<file path="src/rtl/keypad_scan_pkg.sv">
// Shared definitions for the 4x4 keypad scanner: column drive patterns,
// debounce FSM states and the game key mapping.
package keypad_scan_pkg;

    localparam logic [3:0] COL_DRIVE_0 = 4'b0111;
    localparam logic [3:0] COL_DRIVE_1 = 4'b1011;
    localparam logic [3:0] COL_DRIVE_2 = 4'b1101;
    localparam logic [3:0] COL_DRIVE_3 = 4'b1110;

    typedef enum logic [1:0] {
        IDLE,
        PRESS_CHK,
        HELD,
        RELEASE_CHK
    } db_state_t;

    // Game mapping, code = row*4 + col
    localparam logic [3:0] KEY_UP    = 4'd1;
    localparam logic [3:0] KEY_START = 4'd3;
    localparam logic [3:0] KEY_LEFT  = 4'd4;
    localparam logic [3:0] KEY_RIGHT = 4'd6;
    localparam logic [3:0] KEY_DOWN  = 4'd9;
    localparam logic [3:0] KEY_PAUSE = 4'd15;

    function automatic logic [3:0] col_drive(input logic [1:0] sel);
        logic [3:0] drive;
        case (sel)
            2'd0:    drive = COL_DRIVE_0;
            2'd1:    drive = COL_DRIVE_1;
            2'd2:    drive = COL_DRIVE_2;
            default: drive = COL_DRIVE_3;
        endcase
        return drive;
    endfunction

    // Index of the lowest row line pulled low; only meaningful if one is low.
    function automatic logic [1:0] low_row_idx(input logic [3:0] rows);
        logic [1:0] idx;
        if (!rows[0])      idx = 2'd0;
        else if (!rows[1]) idx = 2'd1;
        else if (!rows[2]) idx = 2'd2;
        else               idx = 2'd3;
        return idx;
    endfunction

endpackage

</file>
<file path="src/rtl/keypad_debounce.sv">
// Frame-level debounce: accepts a press or release only after DEBOUNCE
// consecutive frames agree, and pulses o_key_valid once per accepted press.
module keypad_debounce
    import keypad_scan_pkg::*;
#(
    parameter int unsigned DEBOUNCE = 4
) (
    input  logic       i_clk,
    input  logic       i_rst,
    input  logic       i_frame_tick,
    input  logic       i_frame_hit,
    input  logic [3:0] i_frame_code,
    output logic [3:0] o_key_code,
    output logic       o_key_valid,
    output logic       o_key_down
);

    localparam int unsigned CW = $clog2(DEBOUNCE + 1);

    db_state_t     r_state, w_state_next;
    logic [CW-1:0] r_cnt, w_cnt_next, w_cnt_inc;
    logic [3:0]    r_cand, w_cand_next;
    logic [3:0]    r_key_code, w_key_code_next;
    logic          r_key_valid, w_key_valid_next;
    logic          r_key_down, w_key_down_next;
    logic          w_cnt_done;

    assign w_cnt_inc  = r_cnt + 1'b1;
    assign w_cnt_done = (w_cnt_inc == CW'(DEBOUNCE));

    always_ff @(posedge i_clk or posedge i_rst) begin
        if (i_rst) begin
            r_state     <= IDLE;
            r_cnt       <= '0;
            r_cand      <= '0;
            r_key_code  <= '0;
            r_key_valid <= 1'b0;
            r_key_down  <= 1'b0;
        end else begin
            r_state     <= w_state_next;
            r_cnt       <= w_cnt_next;
            r_cand      <= w_cand_next;
            r_key_code  <= w_key_code_next;
            r_key_valid <= w_key_valid_next;
            r_key_down  <= w_key_down_next;
        end
    end

    always_comb begin
        w_state_next     = r_state;
        w_cnt_next       = r_cnt;
        w_cand_next      = r_cand;
        w_key_code_next  = r_key_code;
        w_key_valid_next = 1'b0;
        w_key_down_next  = r_key_down;
        if (i_frame_tick) begin
            case (r_state)
                IDLE: begin
                    if (i_frame_hit) begin
                        w_cand_next  = i_frame_code;
                        w_cnt_next   = CW'(1);
                        w_state_next = PRESS_CHK;
                    end
                end
                PRESS_CHK: begin
                    if (i_frame_hit && (i_frame_code == r_cand)) begin
                        if (w_cnt_done) begin
                            w_state_next     = HELD;
                            w_key_code_next  = r_cand;
                            w_key_down_next  = 1'b1;
                            w_key_valid_next = 1'b1;
                        end else begin
                            w_cnt_next = w_cnt_inc;
                        end
                    end else if (i_frame_hit) begin
                        w_cand_next = i_frame_code;
                        w_cnt_next  = CW'(1);
                    end else begin
                        w_state_next = IDLE;
                    end
                end
                HELD: begin
                    if (!i_frame_hit) begin
                        w_cnt_next   = CW'(1);
                        w_state_next = RELEASE_CHK;
                    end
                end
                RELEASE_CHK: begin
                    if (i_frame_hit) begin
                        // Bounce or rollover: no new press until a full release
                        w_state_next = HELD;
                    end else if (w_cnt_done) begin
                        w_state_next    = IDLE;
                        w_key_down_next = 1'b0;
                    end else begin
                        w_cnt_next = w_cnt_inc;
                    end
                end
                default: w_state_next = IDLE;
            endcase
        end
    end

    assign o_key_code  = r_key_code;
    assign o_key_valid = r_key_valid;
    assign o_key_down  = r_key_down;

endmodule

</file>
<file path="src/rtl/keypad_scan.sv">
// 4x4 active-low keypad scanner: rotates the column drive, synchronizes the
// rows, reduces each scan frame to one hit/code and feeds the debouncer.
module keypad_scan
    import keypad_scan_pkg::*;
#(
    parameter int unsigned SCAN_DIV = 16,
    parameter int unsigned DEBOUNCE = 4
) (
    input  logic       i_clk,
    input  logic       i_rst,
    input  logic [3:0] i_key_row,
    output logic [3:0] o_key_col,
    output logic [1:0] o_scan_sel,
    output logic [3:0] o_key_code,
    output logic       o_key_valid,
    output logic       o_key_down
);

    localparam int unsigned DW = $clog2(SCAN_DIV);

    logic [DW-1:0] r_dwell;
    logic [1:0]    r_scan_sel;
    logic [3:0]    r_sync1, r_sync2;
    logic          r_frame_hit;
    logic [3:0]    r_frame_code;

    logic          w_tc;
    logic          w_frame_tick;
    logic          w_row_hit;
    logic [3:0]    w_sample_code;
    logic          w_cur_hit;
    logic [3:0]    w_cur_code;

    assign w_tc         = (r_dwell == DW'(SCAN_DIV - 1));
    assign w_frame_tick = w_tc && (r_scan_sel == 2'd3);

    always_ff @(posedge i_clk or posedge i_rst) begin
        if (i_rst) begin
            r_dwell    <= '0;
            r_scan_sel <= 2'd0;
            r_sync1    <= 4'b1111;
            r_sync2    <= 4'b1111;
        end else begin
            r_sync1 <= i_key_row;
            r_sync2 <= r_sync1;
            if (w_tc) begin
                r_dwell    <= '0;
                r_scan_sel <= r_scan_sel + 2'd1;
            end else begin
                r_dwell <= r_dwell + 1'b1;
            end
        end
    end

    // First hit in scan order wins: lowest column, then lowest row
    assign w_row_hit     = ~&r_sync2;
    assign w_sample_code = {low_row_idx(r_sync2), r_scan_sel};
    assign w_cur_hit     = r_frame_hit | w_row_hit;
    assign w_cur_code    = r_frame_hit ? r_frame_code : w_sample_code;

    always_ff @(posedge i_clk or posedge i_rst) begin
        if (i_rst) begin
            r_frame_hit  <= 1'b0;
            r_frame_code <= '0;
        end else if (w_tc) begin
            if (r_scan_sel == 2'd3) begin
                r_frame_hit  <= 1'b0;
                r_frame_code <= '0;
            end else begin
                r_frame_hit  <= w_cur_hit;
                r_frame_code <= w_cur_code;
            end
        end
    end

    keypad_debounce #(
        .DEBOUNCE(DEBOUNCE)
    ) u_debounce (
        .i_clk       (i_clk),
        .i_rst       (i_rst),
        .i_frame_tick(w_frame_tick),
        .i_frame_hit (w_cur_hit),
        .i_frame_code(w_cur_code),
        .o_key_code  (o_key_code),
        .o_key_valid (o_key_valid),
        .o_key_down  (o_key_down)
    );

    assign o_key_col  = col_drive(r_scan_sel);
    assign o_scan_sel = r_scan_sel;

endmodule
</file>
<file path="config.mk">
export PLATFORM = sky130hd
export DESIGN_NAME = keypad_scan
export DESIGN_NICKNAME = d
export VERILOG_FILES = /design/src/rtl/keypad_scan_pkg.sv /design/src/rtl/keypad_debounce.sv /design/src/rtl/keypad_scan.sv
export SDC_FILE = /design/constraint.sdc
export NUM_CORES = 1
export LEC_CHECK = 0
export ABC_AREA = 1
export CAP_MARGIN = 15
export CORE_UTILIZATION = 40
export CTS_CLUSTER_DIAMETER = 100
export CTS_CLUSTER_SIZE = 14
export DETAILED_ROUTE_END_ITERATION = 10
export SYNTH_ARGS = -nofsm -noshare
export SYNTH_HDL_FRONTEND = slang
export SYNTH_SLANG_ARGS = --single-unit
</file>
<file path="constraint.sdc">
create_clock -name i_clk -period 1.9 [get_ports i_clk]
set_input_delay 0.38 -clock i_clk [delete_from_list [all_inputs] [get_ports i_clk]]
set_output_delay 0.38 -clock i_clk [all_outputs]
set_load 0.02 [all_outputs]
</file>
==> results.md <==
* Element type at the critical path end: output port
* Overflow after GRT at 0
* # fillers at about 410
* Final setup vio count at 0
* Outcome: completed
* Hold crit path type: reg -> reg
* Combinational power share at 0.069
* Routed WL at around 3.3 mm
* Placed Area at just over 0.002 mm²
* Register Area at 865 µm²
* Vias in the first global route at 1,292
* First-pass GRT wire length at 5.82 mm
* Fin Setup TNS at 0 ns
* Slew Viols, Final at 0
* Initial antenna violation count at 0
* Final Hold Vio Count at 0
* Max-cap violations at 0
* Switching power at roughly 0.00035 W
* DR vias/cell at ~4.7
* Sink Count at 34
* Register area share after synthesis at 0.475
* Root Buffer: clkbuf_8
* Later-pin clock latency in the skew report at ~0.29 ns
* Warnings from Yosys at 0
* Cts hold-fix bufs at 0
* Die height at 69.3 µm
* Core outline area at approximately 0.0044 mm²
* Synthesized Nets at approximately 220
* Clock slew at reported path FFs at about 0.070 ns
* Internal power at between 0.001 and 0.0015 W
* Worst clock skew at 0.00718 ns
* Power Density at ~700 mW/mm²
* Share of layout cells above drive strength 1 at 0.236
* TritonCTS Buffers at 5
* Synthesized area at around 0.0018 mm²
* Die ar. at 0.00480 mm²
* Largest fanout on the critical path at 7
* Sequential share of power at 0.496
* Switching share of power at 0.229
* Clk buf depth at 2
* Placement row count at 24
* Total GRT Usage at 0.153
* Syn Inst Count at approximately 200
* Largest net degree at the start of global routing at 35
* Worst Tran Pin Value at 0.425 ns
* Commonest non-fill, non-tap cell in the layout: nand2_1
* WP data required at between 1.5 and 2 ns
* Fin crit share at 0.936
* Initial core utilization at 0.416
* Place WS at around 0.090 ns
* Ant diodes at 0
* Type of origin of the critical path: register
* DPL Wire Length at approximately 2.4 mm
* Post-route DRC at 0
* Die X at a little under 70 µm
* CP Data Arrival Time at approximately 1.4 ns
* Distinct cells, synth at 32
* Depth of the CTS H-tree at 2
* Post-route design area at around 0.0022 mm²
* Worst VDD drop at between 0.3 and 0.4 mV
* Vias post-DR at about 1,300
* Layout area overhead at 19.3%
* Fmax at 562 MHz
* Placer Congestion at around 0.8
* I/O Buffers at 17
* Area of the multi-input gates at about 800 µm²
* Clock share of power at 0.434
* Lkg Pwr at between 1 and 1.5 nW
* Final Critical Period at around 1.8 ns
* Worst Slack Setup Final at between 0.1 and 0.15 ns
* Nets at 243
* Io pins at 18
* First DRT Iteration DRCs at 63
* RSZ-0062 raised after global routing: no
* Avg Synthesized Cell Area at a little under 9 µm²
* FF+latch count, synth at 34
* Post-route ant nets at 0
* Initial DRT Pass Iterations at 4
* Worst slew margin at 0.716
* Most frequent cells in the layout: nand2_1 (53), inv_1 (28), dfrtp_1 (23)
* WL per Instance at approximately 12 µm
* CTS tree: built
* Crit Path Category: reg -> out
-- final cells by class --
cell class | instances | area share
tap | 52 | 0.0301
inverter | 36 | 0.0643
clock inverter | 3 | 0.0208
multi-input combinational | 131 | 0.366
timing repair buffer | 20 | 0.0869
sequential | 34 | 0.400
clock buffer | 5 | 0.0318
-- power by group through the flow --
stage               clock network (W)  registers [W]  logic [W]
floorplan                           0       0.000769  0.0000802
global placement                    0       0.000771   0.000107
detailed placement                  0       0.000771   0.000108
finish                       0.000663       0.000758   0.000106
global route                 0.000725       0.000759   0.000122
CTS                          0.000687       0.000758   0.000108
-- per-layer routing --
metal	routed length, µm	track usage	part of all wire	vias up
met5	0	0	0	-
met4	59	0.0612	0.018	0
met3	145	0.0465	0.044	7
met2	1410	0.229	0.43	30
met1	1650	0.208	0.50	582
li1	-	-	-	690
-- worst max-delay path, cell delays in order (launching register included) --
cell	delay, ns
dfrtp_2	0.44
inv_1	0.10
ha_1	0.21
inv_1	0.05
dlygate4sd2_1	0.32
-- cells by family after synthesis --
| family | count (synthesis) | share of synthesized area |
|---|---|---|
| xor gates and xnor gates | 2 | 0.00967 |
| DFF | 34 | 0.475 |
| buffers and inverters | 39 | 0.0898 |
| adders and majority gates | 9 | 0.0622 |
| AOI/OAI and AO/OA | 20 | 0.0718 |
| and+or+nand+nor | 100 | 0.291 |
-- sequential cells by signal, indices dropped and copies added, names as in the netlist, 3 cells and up --
name and cells:
r_dwell 4, r_frame_code 4, r_sync1 4, r_sync2 4, u_debounce.o_key_code 4, u_debounce.r_cand 4, u_debounce.r_cnt 3
-- cell usage after synthesis, drive strengths merged --
master / instances / area share
clkinv: 1 / 0.0028
dfstp: 8 / 0.12
xor2: 2 / 0.0097
a31oi: 2 / 0.015
a21oi: 3 / 0.010
or2: 1 / 0.0035
o21ai: 11 / 0.030
o22ai: 2 / 0.0069
o2111ai: 1 / 0.0048
nor2: 12 / 0.053
inv: 35 / 0.074
nand2: 63 / 0.15
nand4: 9 / 0.031
dfrtp: 26 / 0.36
ha: 9 / 0.062
nand3: 15 / 0.054
buf: 3 / 0.013
a211oi: 1 / 0.0041
-- metrics by stage --
step / instances / hold WS [ns] / power (W) / util
after global routing: 281 / 0.367 / 0.00161 / 0.496
final: 281 / 0.357 / 0.00153 / 0.496
after global placement: 273 / 0.346 / 0.000878 / 0.470
after CTS: 281 / 0.359 / 0.00155 / 0.495
after floorplan: 204 / 0.345 / 0.000849 / -
after detailed placement: 273 / 0.347 / 0.000879 / 0.470
-- final timing paths --
kind | slack (ns) | endpoint | cells after the start | start
min in group asynchronous | 0.48 | r_frame_code[2]$_DFFE_PP0N_ | 3 | i_rst
setup / recovery | 0.12 | o_key_col[3] | 4 | o_scan_sel[0]$_DFFE_PP0N_
hold / removal | 0.36 | r_sync2[0]$_DFF_PP1_ | 0 | r_sync1[0]$_DFF_PP1_
hold reg to reg | 0.36 | r_sync2[0]$_DFF_PP1_ | 0 | r_sync1[0]$_DFF_PP1_
max in group asynchronous | 1.08 | r_sync2[1]$_DFF_PP1_ | 3 | i_rst
setup reg to reg | 0.20 | u_debounce.r_state[1]$_DFFE_PP0P_ | 10 | r_dwell[0]$_DFF_PP0_
-- timing repair --
item	4_1_cts	5_1_grt
setup endpoints to repair	4	3
hold endpoints to repair	0	0
pin swaps	0	0
resized for setup	6	2
buffers inserted	0	0
Note: power is estimated with default switching activity, not from simulation.
